$ cat src/rtl/snake_pkg.sv
// Shared constants, controller state type and heading helpers for the snake game.
package snake_pkg;

    localparam int unsigned DIR_W = 4;

    localparam logic [DIR_W-1:0] DIR_UP    = 4'b0001;
    localparam logic [DIR_W-1:0] DIR_LEFT  = 4'b0010;
    localparam logic [DIR_W-1:0] DIR_DOWN  = 4'b0100;
    localparam logic [DIR_W-1:0] DIR_RIGHT = 4'b1000;

    typedef enum logic [2:0] {
        IDLE  = 3'd0,
        RUN   = 3'd1,
        OVER  = 3'd2,
        WIN   = 3'd3,
        PAUSE = 3'd4
    } ctrl_state_t;

    // Opposite heading: up<->down and left<->right are two bit positions apart.
    function automatic logic [DIR_W-1:0] dir_reverse(input logic [DIR_W-1:0] d);
        return {d[1:0], d[3:2]};
    endfunction

endpackage

$ cat src/rtl/snake_dir_filter.sv
// Direction key filter: accepts one-hot keys that do not reverse the current heading.
module snake_dir_filter
    import snake_pkg::*;
(
    input  logic             clk,
    input  logic             rst,
    input  logic             en,
    input  logic [DIR_W-1:0] dir_in,
    output logic [DIR_W-1:0] dir_out,
    output logic             accept_c
);

    logic [DIR_W-1:0] dir_q;
    logic [DIR_W-1:0] dir_d;
    logic             onehot_c;

    // Accept a single-bit key that is not the exact reverse of the held heading.
    always_comb begin
        onehot_c = (dir_in != '0) && ((dir_in & (dir_in - DIR_W'(1))) == '0);
        accept_c = en && onehot_c && (dir_in != dir_reverse(dir_q));
        dir_d    = accept_c ? dir_in : dir_q;
    end

    // Heading register.
    always_ff @(posedge clk) begin
        if (rst) begin
            dir_q <= '0;
        end else begin
            dir_q <= dir_d;
        end
    end

    assign dir_out = dir_q;

endmodule

$ cat src/rtl/snake_game_ctrl.sv
// Snake game sequencer: hit accumulation, per-tick move/eat/lose/win decision,
// score counter and apple-respawn handshake.
// Optional feature: define SNAKE_CTRL_PAUSE_EN to add the pause_key input and PAUSE state.
module snake_game_ctrl
    import snake_pkg::*;
#(
    parameter int unsigned BASE_STEP = 4,
    parameter int unsigned WIN_COUNT = 16,
    parameter int unsigned CNT_W     = 5
) (
    input  logic             clk,
    input  logic             rst,
    input  logic             tick_en,
    input  logic [DIR_W-1:0] dir_in,
    input  logic             hit_apple,
    input  logic             hit_body,
    input  logic             hit_border,
    input  logic             spawn_ack,
`ifdef SNAKE_CTRL_PAUSE_EN
    input  logic             pause_key,
`endif
    output logic             move_en,
    output logic [DIR_W-1:0] dir_out,
    output logic [4:0]       step_size,
    output logic [CNT_W-1:0] apple_count,
    output logic             spawn_req,
    output logic             game_over,
    output logic             win
);

    localparam int unsigned STEP_W = 5;

    ctrl_state_t       state_q, state_d;
    logic              move_en_q, move_en_d;
    logic [STEP_W-1:0] step_size_q, step_size_d;
    logic [CNT_W-1:0]  count_q, count_d;
    logic              spawn_req_q, spawn_req_d;
    logic              game_over_q, game_over_d;
    logic              win_q, win_d;
    logic              s_apple_q, s_apple_d;
    logic              s_body_q, s_body_d;
    logic              s_border_q, s_border_d;
    logic              dir_accept_c;
    logic              dir_en_c;
    logic              pause_rise_c;

`ifdef SNAKE_CTRL_PAUSE_EN
    logic pause_key_q, pause_key_d;

    // Previous pause_key level for rising-edge detection.
    always_comb pause_key_d = pause_key;

    // Pause key history register.
    always_ff @(posedge clk) begin
        if (rst) begin
            pause_key_q <= 1'b0;
        end else begin
            pause_key_q <= pause_key_d;
        end
    end

    assign pause_rise_c = pause_key & ~pause_key_q;
`else
    assign pause_rise_c = 1'b0;
`endif

    assign dir_en_c = (state_q == IDLE) || (state_q == RUN);

    snake_dir_filter u_dir_filter (
        .clk      (clk),
        .rst      (rst),
        .en       (dir_en_c),
        .dir_in   (dir_in),
        .dir_out  (dir_out),
        .accept_c (dir_accept_c)
    );

    // Next-state, sticky-flag, score and handshake logic.
    always_comb begin
        state_d     = state_q;
        move_en_d   = 1'b0;
        count_d     = count_q;
        spawn_req_d = spawn_req_q;
        game_over_d = game_over_q;
        win_d       = win_q;
        s_apple_d   = s_apple_q;
        s_body_d    = s_body_q;
        s_border_d  = s_border_q;

        case (state_q)
            IDLE: begin
                if (dir_accept_c) begin
                    state_d = RUN;
                end
            end
            RUN: begin
                if (pause_rise_c) begin
                    state_d = PAUSE;
                end else begin
                    // Apple hits are stale while a respawn is outstanding.
                    s_apple_d  = s_apple_q | (hit_apple & ~spawn_req_q);
                    s_body_d   = s_body_q | hit_body;
                    s_border_d = s_border_q | hit_border;
                    if (tick_en) begin
                        if (s_body_d || s_border_d) begin
                            state_d     = OVER;
                            game_over_d = 1'b1;
                        end else if (s_apple_d && (count_q == CNT_W'(WIN_COUNT - 1))) begin
                            count_d = count_q + CNT_W'(1);
                            state_d = WIN;
                            win_d   = 1'b1;
                        end else begin
                            move_en_d = 1'b1;
                            if (s_apple_d) begin
                                count_d     = count_q + CNT_W'(1);
                                spawn_req_d = 1'b1;
                            end
                            s_apple_d  = 1'b0;
                            s_body_d   = 1'b0;
                            s_border_d = 1'b0;
                        end
                    end
                end
            end
            PAUSE: begin
                if (pause_rise_c) begin
                    state_d = RUN;
                end
            end
            default: ;
        endcase

        // Handshake completion; terminal states freeze every output.
        if ((state_q != OVER) && (state_q != WIN) && spawn_req_q && spawn_ack) begin
            spawn_req_d = 1'b0;
        end

        step_size_d = STEP_W'(BASE_STEP) + STEP_W'(count_d >> 1);
    end

    // Controller registers.
    always_ff @(posedge clk) begin
        if (rst) begin
            state_q     <= IDLE;
            move_en_q   <= 1'b0;
            step_size_q <= STEP_W'(BASE_STEP);
            count_q     <= '0;
            spawn_req_q <= 1'b0;
            game_over_q <= 1'b0;
            win_q       <= 1'b0;
            s_apple_q   <= 1'b0;
            s_body_q    <= 1'b0;
            s_border_q  <= 1'b0;
        end else begin
            state_q     <= state_d;
            move_en_q   <= move_en_d;
            step_size_q <= step_size_d;
            count_q     <= count_d;
            spawn_req_q <= spawn_req_d;
            game_over_q <= game_over_d;
            win_q       <= win_d;
            s_apple_q   <= s_apple_d;
            s_body_q    <= s_body_d;
            s_border_q  <= s_border_d;
        end
    end

    assign move_en     = move_en_q;
    assign step_size   = step_size_q;
    assign apple_count = count_q;
    assign spawn_req   = spawn_req_q;
    assign game_over   = game_over_q;
    assign win         = win_q;

endmodule

$ cat config.mk
export PLATFORM = sky130hd
export DESIGN_NAME = snake_game_ctrl
export DESIGN_NICKNAME = d
export VERILOG_FILES = /design/src/rtl/snake_pkg.sv /design/src/rtl/snake_dir_filter.sv /design/src/rtl/snake_game_ctrl.sv
export SDC_FILE = /design/constraint.sdc
export NUM_CORES = 1
export LEC_CHECK = 0
export BUFFER_PORTS_ARGS = -buffer_cell sky130_fd_sc_hd__buf_2
export CORE_MARGIN = 1.5
export CORE_UTILIZATION = 45
export DETAILED_ROUTE_END_ITERATION = 8
export PLACE_DENSITY = 0.77
export SETUP_SLACK_MARGIN = 0.2
export SYNTH_ARGS = -nofsm -noshare
export SYNTH_HDL_FRONTEND = slang
export SYNTH_SLANG_ARGS = --single-unit
$ cat constraint.sdc
create_clock -name clk -period 2.42 [get_ports clk]
set_clock_uncertainty 0.05 [all_clocks]
set_input_delay 0.484 -clock clk [delete_from_list [all_inputs] [get_ports clk]]
set_output_delay 0.484 -clock clk [all_outputs]
set_load 0.05 [all_outputs]
==> results.toml <==
[outcome]
status = "completed"

[timing]
drv_slew = 0
report.final.setup_viol = 0
slew_headroom_pct = 72.0
fin_setup_tns_ns = 0
fmax_mhz = 544
tightest_slew_ns = 0.420
rsz0062_at_grt = "no"
finalHoldViolations = 0
final.period_utilization_pct = 76.0
worst_hold_slack_ns = 0.411
setup_ws_ns = 0.582
finalCriticalPeriod_ns = 1.84

[placed_design]
place_area_um2 = 1130
portBuffers = 28
hpwl_mm = 1.38
dp_worst_setup_slack_ns = 0.343
gp_congestion = 0.710
placed_cells = 152

[pwr]
powerDensity_nw_per_um2 = 557
p_total_mw = 0.648
p_leak_nw = 0.547
vdd_drop_max_v = 0.000424

[clock_network]
root_buffer = "clkbuf_4"
cts_inserted_buffers = 3
post_cts_resized = 0
clk_latency_ns = 0.30
cts.clk_slew.worst_paths_ns = 0.12
postCtsSetupRepairBufs = 0
cts_tree = "done"
postCtsHoldBufs = 0
cts_max_level = 1
clock_path_buffers = 2
clock-sinks = 21

[final_layout]
final_core_util_pct = 57.5
nets = 144
drive_gt1_share_pct = 29.5
design_area_um2 = 1160
area_growth_pct = 17.6
layout_commonest_cell = "buf_2"
final_cell_mix = "28 x buf_2, 21 x dfxtp_1, 9 x nor2_1"
antenna_cells = 0
fin_cells = 156

[die]
die_w_um = 49.9
design.die.area_um2 = 2490
start_util_pct = 48.9
die_h_um = 49.9
core_region_area_um2 = 2020
ios = 29
rows = 16

[synth]
ys_seq_elements = 21
synth.top_cell.area_share_pct = 42.5
synth_area_per_cell_um2 = 9.69
yosys-top-cells-area = "dfxtp_1 43%, xor2_1 6.2%, mux2i_1 5.1%, nand2b_1 5.1%, a21oi_1 4.1%"
yosys.area.top_type = "dfxtp_1"
ys_seq_area_share_pct = 42.5
syn-instance-count = 102
netlist_area_um2 = 988
synth-warning-count = 0
synth.distinct_cells = 31
syn-num-nets = 116

[setup_path]
end_kind = "register"
cp_max_fo = 4
path_class = "register to register"
start_kind = "register"
cp_data_required_time_ns = 2.57
arrival_ns = 1.98

[grt]
grt_pass1_wl_mm = 3.03
track_usage_pct = 15.6
antenna_found_initial = 0
grt_overflow = 0
grt_pass1_vias = 720
grt_max_degree = 26

[drt]
drtAntennaViolNets = 0
vias_per_cell = 5.12
drt_wl_total_mm = 1.80
drtPass1Iterations = 4
num_vias = 799
drtIter0Drc = 7
avgRoutedWirePerCell_um = 11.6
drc = 0

[flow_run]
drv_cap = 0

[worst_hold_path]
hold_path.class = "input pin to register"
## cell type report
type	count	area [um^2]
Sequential cell	21	420
Fill cell	206	860
Clock inverter	1	5.00
Clock buffer	3	22.5
Multi-Input combinational cell	71	522
Inverter	5	18.8
Tap cell	27	33.8
Timing Repair Buffer	28	140
## routing by layer
layer  vias up  wire length (um)  global-route usage [%]
met5         -                 0                       0
met1       358               855                    19.9
met3         4               116                    3.03
met4         0                19                    5.56
met2        27               812                    26.0
li1        410                 -                       -
## critical path: stages, from the launching register on
cell	delay, ns
dfxtp_1	0.36
nor4_4	0.42
o2111ai_1	0.19
xor2_1	0.23
inv_1	0.07
ha_1	0.28
nor2b_1	0.12
## path summary, 6_finish.rpt
check                   from           end  slack, ns  cells past startpoint
setup / recovery  s_border_q  step_size[3]       0.58                      6
hold / removal     spawn_ack     spawn_req       0.41                      3
setup reg to reg  s_border_q  step_size[3]       0.58                      6
hold reg to reg    game_over     game_over       0.43                      2
## cells by family (layout without fill, tap and decap cells)
family | after synthesis | in the layout | share of synthesized area [%]
AO/OA/AOI/OAI | 21 | 21 | 16.5
buffers and inverters | 10 | 37 | 4.68
adder cells (fa/ha/maj) | 3 | 3 | 3.80
multiplexers | 5 | 5 | 5.06
flip-flops | 21 | 21 | 42.5
AND/OR/NAND/NOR | 35 | 35 | 21.3
XOR/XNOR | 7 | 7 | 6.20
## state kept, by name, summed over array words and instances (netlist names)
register / flops
step_size: 5
u_dir_filter.dir_out: 4
apple_count: 3
state_q: 2
game_over: 1
move_en: 1
s_apple_q: 1
s_body_q: 1
s_border_q: 1
spawn_req: 1
win: 1
## cells in the mapped netlist (all sizes together)
cell     number
a31oi         2
or2           2
or3           1
or4           2
nand2         3
dfxtp        21
o41ai         1
inv           5
nor3          2
a21oi         9
o2111ai       1
nor2          9
ha            3
nor2b         4
o21a          3
o21ai         2
o211ai        3
buf           4
clkbuf        1
nand2b        8
xor2          7
and3          2
and3b         1
mux2i         5
nor4          1
## power by group
group	total (mW)	switching, mW	leakage, nW	internal, mW
sequential	0.371	0.0124	0.170	0.359
clock	0.170	0.108	0.0177	0.0616
combinational	0.107	0.0684	0.359	0.0385
total	0.648	0.189	0.547	0.459
(Power assumes the default switching activity.)
